File: config.mk
export PLATFORM = sky130hd
export DESIGN_NAME = kb_code_receiver_flat
export DESIGN_NICKNAME = d
export VERILOG_FILES = /design/src/rtl/kb_code_receiver_pkg.sv /design/src/rtl/kb_code_receiver_if.sv /design/src/rtl/kb_code_receiver_strobe_sync.sv /design/src/rtl/kb_code_receiver.sv /design/src/flat_wrapper.sv
export SDC_FILE = /design/constraint.sdc
export NUM_CORES = 1
export LEC_CHECK = 0
export BUFFER_PORTS_ARGS = -buffer_cell sky130_fd_sc_hd__buf_2
export CAP_MARGIN = 25
export CORE_ASPECT_RATIO = 1.4
export CORE_UTILIZATION = 50
export CTS_CLUSTER_DIAMETER = 200
export DETAILED_ROUTE_END_ITERATION = 8
export GPL_TIMING_DRIVEN = 0
export PLACE_DENSITY_LB_ADDON = 0.12
export SLEW_MARGIN = 20
export SYNTH_ARGS = -nofsm -noshare
export SYNTH_HDL_FRONTEND = slang
export SYNTH_HIERARCHICAL = 1
export SYNTH_SLANG_ARGS = --single-unit
File: constraint.sdc
create_clock -name CLK -period 2.15 [get_ports CLK]
set_clock_uncertainty 0.2 [all_clocks]
set_input_delay 0.3225 -clock CLK [delete_from_list [all_inputs] [get_ports CLK]]
set_output_delay 0.3225 -clock CLK [all_outputs]
set_load 0.005 [all_outputs]
File: src/rtl/kb_code_receiver_pkg.sv
// alarm_pkg: shared key-result and alarm-state encodings plus symbol width
package alarm_pkg;
  localparam int SYM_W = 2;
  typedef enum logic [1:0] {KEY_OK = 2'd0, KEY_OKNEG = 2'd1, KEY_ERROR = 2'd2, NO_KEY = 2'd3} key_result_t;
  typedef enum logic [1:0] {INACTIVO = 2'd0, ARMADO = 2'd1, ESPERA = 2'd2, ALARMA = 2'd3} alarm_state_t;
endpackage

File: src/rtl/kb_code_receiver_if.sv
// kb_code_receiver_if: keypad strobe/data, reference KEY in; RESULT, BUSY, LOCKED out
interface kb_code_receiver_if #(parameter int CODE_LEN = 4);
  logic                  KB_RECV;
  logic [1:0]            KB_IN;
  logic [2*CODE_LEN-1:0] KEY;
  logic [1:0]            RESULT;
  logic                  BUSY;
  logic                  LOCKED;
  modport master (output KB_RECV, KB_IN, KEY, input RESULT, BUSY, LOCKED);
  modport slave (input KB_RECV, KB_IN, KEY, output RESULT, BUSY, LOCKED);
endinterface

File: src/rtl/kb_code_receiver_strobe_sync.sv
// kb_strobe_sync: 2-FF sync of kb_recv/kb_in, sym_valid pulses on synced kb_recv rise with sym
module kb_strobe_sync
  import alarm_pkg::*;
(
  input  logic             clk,
  input  logic             rst,
  input  logic             kb_recv,
  input  logic [SYM_W-1:0] kb_in,
  output logic             sym_valid,
  output logic [SYM_W-1:0] sym
);
  logic [2:0]       recv_q;
  logic [SYM_W-1:0] in_q1, in_q2;
  always_ff @(posedge clk) begin
    if (rst) begin
      recv_q <= '0;
      in_q1  <= '0;
      in_q2  <= '0;
    end else begin
      recv_q <= {recv_q[1:0], kb_recv};
      in_q1  <= kb_in;
      in_q2  <= in_q1;
    end
  end
  assign sym_valid = recv_q[1] & ~recv_q[2];
  assign sym       = in_q2;
endmodule

File: src/rtl/kb_code_receiver.sv
// kb_code_receiver: CLK/RST plus kb slave port; assembles keypad code, checks KEY, pulses RESULT, locks out
module kb_code_receiver
  import alarm_pkg::*;
#(
  parameter int CODE_LEN    = 4,
  parameter int INTER_TO    = 50000,
  parameter int MAX_FAIL    = 3,
  parameter int LOCK_CYCLES = 100000
) (
  input logic CLK,
  input logic RST,
  kb_code_receiver_if.slave kb
);
  localparam int MAX_CNT = (INTER_TO > LOCK_CYCLES) ? INTER_TO : LOCK_CYCLES;
  localparam int CNT_W   = $clog2(MAX_CNT + 1);
  localparam int IDX_W   = $clog2(CODE_LEN + 1);
  localparam int FAIL_W  = $clog2(MAX_FAIL + 1);
  localparam int KEY_W   = 2 * CODE_LEN;
  typedef enum logic [1:0] {IDLE, COLLECT, REPORT, LOCKOUT} rx_state_t;
  rx_state_t         state, state_nxt;
  logic [IDX_W-1:0]  idx;
  logic [KEY_W-1:0]  entry;
  logic [CNT_W-1:0]  cnt;
  logic [FAIL_W-1:0] fail, fail_rep;
  key_result_t       result, verdict;
  logic              sym_valid;
  logic [SYM_W-1:0]  sym;
  kb_strobe_sync u_sync (
    .clk       (CLK),
    .rst       (RST),
    .kb_recv   (kb.KB_RECV),
    .kb_in     (kb.KB_IN),
    .sym_valid (sym_valid),
    .sym       (sym)
  );
  always_comb begin
    verdict   = (entry == kb.KEY) ? KEY_OK : (entry == ~kb.KEY) ? KEY_OKNEG : KEY_ERROR;
    fail_rep  = (verdict == KEY_ERROR) ? fail + FAIL_W'(1) : '0;
    state_nxt = state;
    case (state)
      IDLE:    state_nxt = sym_valid ? COLLECT : IDLE;
      COLLECT: state_nxt = (sym_valid && idx == IDX_W'(CODE_LEN - 1)) ? REPORT :
                           (!sym_valid && cnt == CNT_W'(INTER_TO - 1)) ? IDLE : COLLECT;
      REPORT:  state_nxt = (fail_rep == FAIL_W'(MAX_FAIL)) ? LOCKOUT : sym_valid ? COLLECT : IDLE;
      LOCKOUT: state_nxt = (cnt == CNT_W'(LOCK_CYCLES - 1)) ? IDLE : LOCKOUT;
      default: state_nxt = IDLE;
    endcase
  end
  always_ff @(posedge CLK) begin
    if (RST) begin
      state  <= IDLE;
      idx    <= '0;
      entry  <= '0;
      cnt    <= '0;
      fail   <= '0;
      result <= NO_KEY;
    end else begin
      state  <= state_nxt;
      result <= (state == REPORT) ? verdict : NO_KEY;
      // a symbol landing in REPORT starts the next entry unless we are about to lock out
      if (sym_valid && state != LOCKOUT && state_nxt != LOCKOUT) begin
        entry <= {entry[KEY_W-SYM_W-1:0], sym};
        idx   <= (state == COLLECT) ? idx + IDX_W'(1) : IDX_W'(1);
        cnt   <= '0;
      end else begin
        cnt <= ((state == COLLECT || state == LOCKOUT) && state_nxt == state) ? cnt + CNT_W'(1) : '0;
      end
      if (state == REPORT)
        fail <= fail_rep;
      else if (state == LOCKOUT && state_nxt == IDLE)
        fail <= '0;
    end
  end
  always_comb begin
    kb.RESULT = result;
    kb.BUSY   = (state == COLLECT);
    kb.LOCKED = (state == LOCKOUT);
  end
endmodule

File: src/flat_wrapper.sv
// flat-port wrapper written by rule: the top's interface ports become plain ports
module kb_code_receiver_flat import alarm_pkg::*;
#(
  parameter int CODE_LEN    = 4,
  parameter int INTER_TO    = 50000,
  parameter int MAX_FAIL    = 3,
  parameter int LOCK_CYCLES = 100000
)
  (CLK, RST, kb_KB_RECV, kb_KB_IN, kb_KEY, kb_RESULT, kb_BUSY, kb_LOCKED);
  kb_code_receiver_if #(.CODE_LEN(CODE_LEN)) kb_i ();
  input logic CLK;
  input logic RST;
  input wire logic [$bits(kb_i.KB_RECV)-1:0] kb_KB_RECV;
  input wire logic [$bits(kb_i.KB_IN)-1:0] kb_KB_IN;
  input wire logic [$bits(kb_i.KEY)-1:0] kb_KEY;
  output wire logic [$bits(kb_i.RESULT)-1:0] kb_RESULT;
  output wire logic [$bits(kb_i.BUSY)-1:0] kb_BUSY;
  output wire logic [$bits(kb_i.LOCKED)-1:0] kb_LOCKED;
  assign kb_i.KB_RECV = kb_KB_RECV;
  assign kb_i.KB_IN = kb_KB_IN;
  assign kb_i.KEY = kb_KEY;
  assign kb_RESULT = kb_i.RESULT;
  assign kb_BUSY = kb_i.BUSY;
  assign kb_LOCKED = kb_i.LOCKED;
  kb_code_receiver #(.CODE_LEN(CODE_LEN), .INTER_TO(INTER_TO), .MAX_FAIL(MAX_FAIL), .LOCK_CYCLES(LOCK_CYCLES)) u_core (.CLK(CLK), .RST(RST), .kb(kb_i));
endmodule
Word level (Yosys, flattened, before mapping)

Index checks and enable logic that the tools add are counted.

Add/subtract/negate cells: 3
Equality and inequality tests: 13
Mux-type cells: 12
Bitwise operators: 5
Reductions and logical operators: 13

Operators with widths:

| operator                                              | number |
|---|---|
| adder 17 x 1 -> 17 bit, second input constant         | 1 |
| equality test 17 x 16 -> 1 bit, second input constant | 1 |
| equality test 17 bit, second input constant           | 1 |
| equality test 8 bit                                   | 2 |
| two-way mux 2 bit                                     | 8 |
| equality test 2 bit, second input constant            | 4 |
| inverter 8 bit                                        | 1 |
| one-hot mux 2 bit (4 select lines)                    | 1 |
| logical AND 1 bit                                     | 6 |
| logical NOT 2 bit                                     | 2 |
| inequality test 2 bit, second input constant          | 2 |
| adder 3 x 1 -> 3 bit, second input constant           | 1 |
| equality test 3 x 2 -> 1 bit, second input constant   | 1 |
| two-way mux 3 bit                                     | 1 |
| inverter 1 bit                                        | 3 |
| OR reduction 3 bit                                    | 1 |
| adder 2 x 1 -> 2 bit, second input constant           | 1 |
| equality test 2 x 1 -> 1 bit, second input constant   | 1 |
| equality test 2 bit                                   | 1 |
| two-way mux 1 bit                                     | 2 |
| nonzero test 2 bit                                    | 1 |
| OR reduction 2 bit                                    | 1 |
| bitwise AND 1 bit                                     | 1 |
| logical NOT 1 bit                                     | 1 |
| logical OR 1 bit                                      | 1 |

Register bits after elaboration: 41
Bits of input ports: 13
Output and inout bits: 4
Word-level logic and storage cells: 55

Longest topological paths before layout

Word-level depth: 13
Gate-level depth with buffers: 8
Gate-level depth less buffers: 7

Cells and area by module

The synthesis kept the hierarchy.

Modules (own cells, without submodules):

| module           | times used | cells each | area an instance (um2) | seq. area each (um2) |
|---|---|---|---|---|
| kb_code_receiver | 1          | 180        | 1625.3                 | 680.7 |
| kb_strobe_sync   | 1          | 15         | 190.2                  | 140.1 |

Least setup slack after synthesis

Ideal clock, no wire load.

Path type: input to register
Start point: input kb_KEY[4]
End point: register u_core.entry[0]
Setup time: 0.072 ns
Arrival: 1.941 ns
Required time: 1.878 ns
Slack: -0.063 ns
Cell stages on the path: 6
Path buffers: 0
Cell sequence: xnor2_1 -> or4_4 -> nor4_4 -> nor2_2 -> a31oi_4 -> mux2i_1

Cells in the longest elaborated chain, start to end: 11
Elaborated cells between the ends (all ways): 12
Classes of those cells: eq/ne: 5; mux: 5; bitwise: 1; reduce/logical: 1

Ends and longest elaborated chain:

| element                              | line                   | text |
|---|---|---|
| start, declared                      | flat_wrapper.sv:15     | `input wire logic [$bits(kb_i.KEY)-1:0] kb_KEY;` |
| inverter 8 bit                       | kb_code_receiver.sv:37 | `verdict = (entry == kb.KEY) ? KEY_OK : (entry == ~kb.KEY) ? KEY_OKNEG : KEY_ERROR;` |
| equality test 8 bit                  | kb_code_receiver.sv:37 |  |
| two-way mux 2 bit                    | kb_code_receiver.sv:37 |  |
| two-way mux 2 bit *                  | kb_code_receiver.sv:37 |  |
| equality test 2 bit *                | kb_code_receiver.sv:38 | `fail_rep = (verdict == KEY_ERROR) ? fail + FAIL_W'(1) : '0;` |
| two-way mux 2 bit *                  | kb_code_receiver.sv:38 |  |
| equality test 2 bit *                | kb_code_receiver.sv:44 | `REPORT: state_nxt = (fail_rep == FAIL_W'(MAX_FAIL)) ? LOCKOUT : sym_valid ? COLLECT : IDLE;` |
| two-way mux 2 bit *                  | kb_code_receiver.sv:44 |  |
| one-hot mux 2 bit (4 select lines) * | kb_code_receiver.sv:40 | `case (state)` |
| inequality test 2 bit *              | kb_code_receiver.sv:61 | `if (sym_valid && state != LOCKOUT && state_nxt != LOCKOUT) begin` |
| logical AND 1 bit *                  | kb_code_receiver.sv:61 |  |
| end signal, assigned                 | kb_code_receiver.sv:62 | `entry <= {entry[KEY_W-SYM_W-1:0], sym};` |
| end, declared                        | kb_code_receiver.sv:22 | `logic [KEY_W-1:0] entry;` |

Mark *: on every way between the ends. The rest lies on a longest branch, timed or not.
A chain may end at the register's enable or synchronous reset.

Worst setup path after layout

Start point: register u_core.u_sync.recv_q[1]
End point: register u_core.cnt[4]

Cells in the longest elaborated chain, start to end: 10
Elaborated cells between the ends (all ways): 16
Classes of those cells: eq/ne: 2; mux: 5; bitwise: 2; reduce/logical: 7

Ends and longest elaborated chain:

| element                               | line                               | text |
|---|---|---|
| start, declared                       | kb_code_receiver_strobe_sync.sv:12 | `logic [2:0] recv_q;` |
| start signal, assigned                | kb_code_receiver_strobe_sync.sv:20 | `recv_q <= {recv_q[1:0], kb_recv};` |
| bitwise AND 1 bit *                   | kb_code_receiver_strobe_sync.sv:25 | `assign sym_valid = recv_q[1] & ~recv_q[2];` |
| named net u_core.sym_valid            | kb_code_receiver.sv:26             | `logic sym_valid;` |
| logical NOT 1 bit                     | kb_code_receiver.sv:43             | `(!sym_valid && cnt == CNT_W'(INTER_TO - 1)) ? IDLE : COLLECT;` |
| logical AND 1 bit                     | kb_code_receiver.sv:43             |  |
| two-way mux 1 bit                     | kb_code_receiver.sv:43             |  |
| two-way mux 2 bit                     | kb_code_receiver.sv:42             | `COLLECT: state_nxt = (sym_valid && idx == IDX_W'(CODE_LEN - 1)) ? REPORT :` |
| one-hot mux 2 bit (4 select lines)    | kb_code_receiver.sv:40             |  |
| equality test 2 bit                   | kb_code_receiver.sv:66             | `cnt <= ((state == COLLECT \|\| state == LOCKOUT) && state_nxt == state) ? cnt + CNT_W'(1) : '0;` |
| logical AND 1 bit                     | kb_code_receiver.sv:66             |  |
| inverter 1 bit (no source line)       | n/a                                |  |
| OR reduction 3 bit (no source line) * | n/a                                |  |
| end signal, assigned                  | kb_code_receiver.sv:66             |  |
| end, declared                         | kb_code_receiver.sv:23             | `logic [CNT_W-1:0] cnt;` |

Mark *: on every way through the listed nets, which the timed path passes. The rest lies on a longest branch.

==> flow_summary.ini <==
[status]
status = finished with violations
violations = setup timing

[layout]
drive_gt1_share_pct = 25.2
area_delta_synth_final_pct = 24.0
mostFrequentLayoutCells = dfxtp_1, nor2_1, buf_2
antenna_cells = 0
layout.nets = 241
utilization_pct = 66.0
final_common_cell = dfxtp_1

[timing]
fmax_mhz = 462
grt_setup_unrepaired = true
hold_viol = 0
setup-tns-final_ns = -0.0351
slew_headroom_pct = 69.1
setup_viol = 4
fin_crit_ns = 2.16
fin_crit_sh_pct = 101
worst_slack_ns = -0.0124
hold-worst-slack_ns = 0.0476
worstMarginPinSlew_ns = 0.464
finalMaxSlewViolations = 0

[pwr]
leakage_nw = 0.793
max-vdd-ir-drop_uv = 594
power_density_nw_per_um2 = 656

[global_routing]
grt_overflow = 0
grt_pass1_wl_mm = 6.11
antenna_found_initial = 0
grt_pass1_vias = 1429
grt_max_degree = 13
grt_usage_pct = 21.7

[run]
maxCapViolCount = 0

[synth]
syn-num-nets = 211
seq_area_frac_synth_pct = 45.2
yosys_warnings = 6
synth-seq-cells = 41
avgSynthCellArea_sq_um = 9.31
synth_area_sq_um = 1820
ys_types = 36
synthCells = 195

[setup_path]
crit_type = register to register
cp_slowest_stage_delay_ns = 0.41
crit_buf_inv = 2
cp-start-kind = register
crit_slowest_cell = nor4b_4
critical_path.top_delay_family = simple AND/OR/NAND/NOR gates
path_cells = nor2b_4, nor4b_2, nand3_1, nor4b_4, a2111oi_4, o21ai_2, buf_4, buf_6, nor2_1
rrSetupSlack_ns = -0.01
required_ns = 2.13
worstPathMaxFanout = 6
arrival_ns = 2.15
endpoint_kind = register

[cts]
cts-root-buf = clkbuf_8
h-tree-depth = 2
clk_pin_slew_ns = 0.07
cts_buffers = 5
insertion_delay_ns = 0.29
cts_tree = yes
cts.sinks = 41
cts_buffer_depth = 2

[route]
drc_errors = 0
via_per_inst = 5.39
wirelength_mm = 3.65
drt_iter0_drc = 28
antenna_left = 0
wl_per_cell_microns = 13.7
dr.pass1.iters = 4
dr_total_vias = 1433

[placed_design]
io_buffers = 16
dp_slack_ns = -0.374
routabilityCongestion = 0.784
dp_hpwl_mm = 2.54

[worst_hold_path]
hold_class = input port to register

[floorplan]
die_y_microns = 73.3
dieArea_sq_um = 3880
initial_core_util_pct = 53.2
die_w_microns = 52.9
rows = 25
io_pins = 17
core_area_sq_um = 3410
==> through the flow <==
stage / std cells / cell area [sq um] / power (mW)
final: 266 / 2250 / 1.48
after global routing: 266 / 2250 / 1.53
after CTS: 264 / 2140 / 1.48
after detailed placement: 251 / 1950 / 0.851
after global placement: 251 / 1950 / 0.849
after floorplan: 195 / 1820 / 0.828
==> cell usage after synthesis <==
cell type | count | area [sq um]
nor4bb_1 | 1 | 10.0
xor2_1 | 10 | 87.6
nor4_4 | 1 | 21.3
nor4b_1 | 2 | 17.5
o21a_1 | 1 | 7.51
nand3_1 | 7 | 35.0
buf_2 | 1 | 5.00
nand4b_1 | 1 | 8.76
or4_4 | 1 | 11.3
nand2_1 | 12 | 45.0
and4b_1 | 1 | 10.0
o31ai_1 | 1 | 7.51
a31o_2 | 1 | 8.76
and3_1 | 4 | 25.0
dfxtp_1 | 41 | 821
xnor2_1 | 13 | 114
nand3b_1 | 1 | 7.51
a21oi_1 | 6 | 30.0
nor2_2 | 1 | 6.26
or3_1 | 2 | 12.5
clkbuf_1 | 3 | 11.3
nor4_1 | 3 | 18.8
nand2b_1 | 13 | 81.3
a221oi_1 | 1 | 8.76
a31oi_1 | 2 | 12.5
o21ai_1 | 2 | 10.0
and2_1 | 2 | 12.5
nand4_1 | 4 | 25.0
nor2b_1 | 10 | 62.6
o21ai_0 | 1 | 5.00
nor2_1 | 26 | 97.6
a31oi_4 | 1 | 21.3
inv_1 | 6 | 22.5
ha_1 | 3 | 37.5
a2111oi_0 | 2 | 17.5
mux2i_1 | 8 | 80.1
==> worst reg2reg max path, delay by kind of cell, from the launching register on <==
| kind | cells | cell delay (ns) |
|---|---|---|
| AND/OR/NAND/NOR | 5 | 0.95 |
| AO/OA/AOI/OAI | 2 | 0.32 |
| buffers and inverters | 2 | 0.28 |
| flip-flops | 1 | 0.32 |
==> cell type report <==
cell class | count | area (sq um)
inverter | 6 | 22.5
clock inverter | 1 | 30.0
buffer | 4 | 22.5
multi-input combinational | 144 | 1060
timing repair buffer | 23 | 149
fill | 269 | 1160
tap | 40 | 50.0
clock buffer | 7 | 86.3
sequential | 41 | 826
==> path summary, 6_finish.rpt <==
kind,start,to,cells after the start
hold / removal,kb_KB_IN[0],u_core/u_sync/in_q1[0],2
setup / recovery,u_core/u_sync/recv_q[1],u_core/cnt[4],9
setup reg to reg,u_core/u_sync/recv_q[1],u_core/cnt[4],9
hold reg to reg,u_core/u_sync/recv_q[0],u_core/u_sync/recv_q[1],1
==> cells by family after synthesis <==
group | count (synthesis) | synth area share [%]
compound gates | 18 | 7.10
simple gates | 92 | 28.0
fa+ha+maj | 3 | 2.07
xor+xnor | 23 | 11.1
mux | 8 | 4.41
flops | 41 | 45.2
buf+inv | 10 | 2.14
==> what timing repair did <==
action	in CTS	in global routing
endpoints found under the setup margin	25	30
pin swaps	3	11
resized for setup	6	27
setup buffers	4	2
cloned	1	0
hold buffers	0	0
==> sequential cells by signal (all words and copies together), names as in the netlist <==
name	count
u_core/u_sync/recv_q	3
u_core/fail	2
u_core/state	2
u_core/kb.RESULT	2
u_core/u_sync/in_q1	2
u_core/u_sync/sym	2
u_core/entry	8
u_core/idx	3
u_core/cnt	17
==> where the power goes <==
part / internal [mW] / total, mW / switching, mW
Clock: 0.378 / 0.632 / 0.254
Combinational: 0.0362 / 0.0730 / 0.0368
Sequential: 0.767 / 0.771 / 0.00390
Total: 1.18 / 1.48 / 0.295
==> layer usage <==
layer / vias up / routed length (microns) / global-route usage (%)
li1: 724 / - / -
met2: 35 / 1960 / 40.1
met1: 665 / 1470 / 21.8
met5: - / 0 / 0
met3: 9 / 110 / 4.97
met4: 0 / 108 / 10.8
Power figures use the tool's default switching activity.
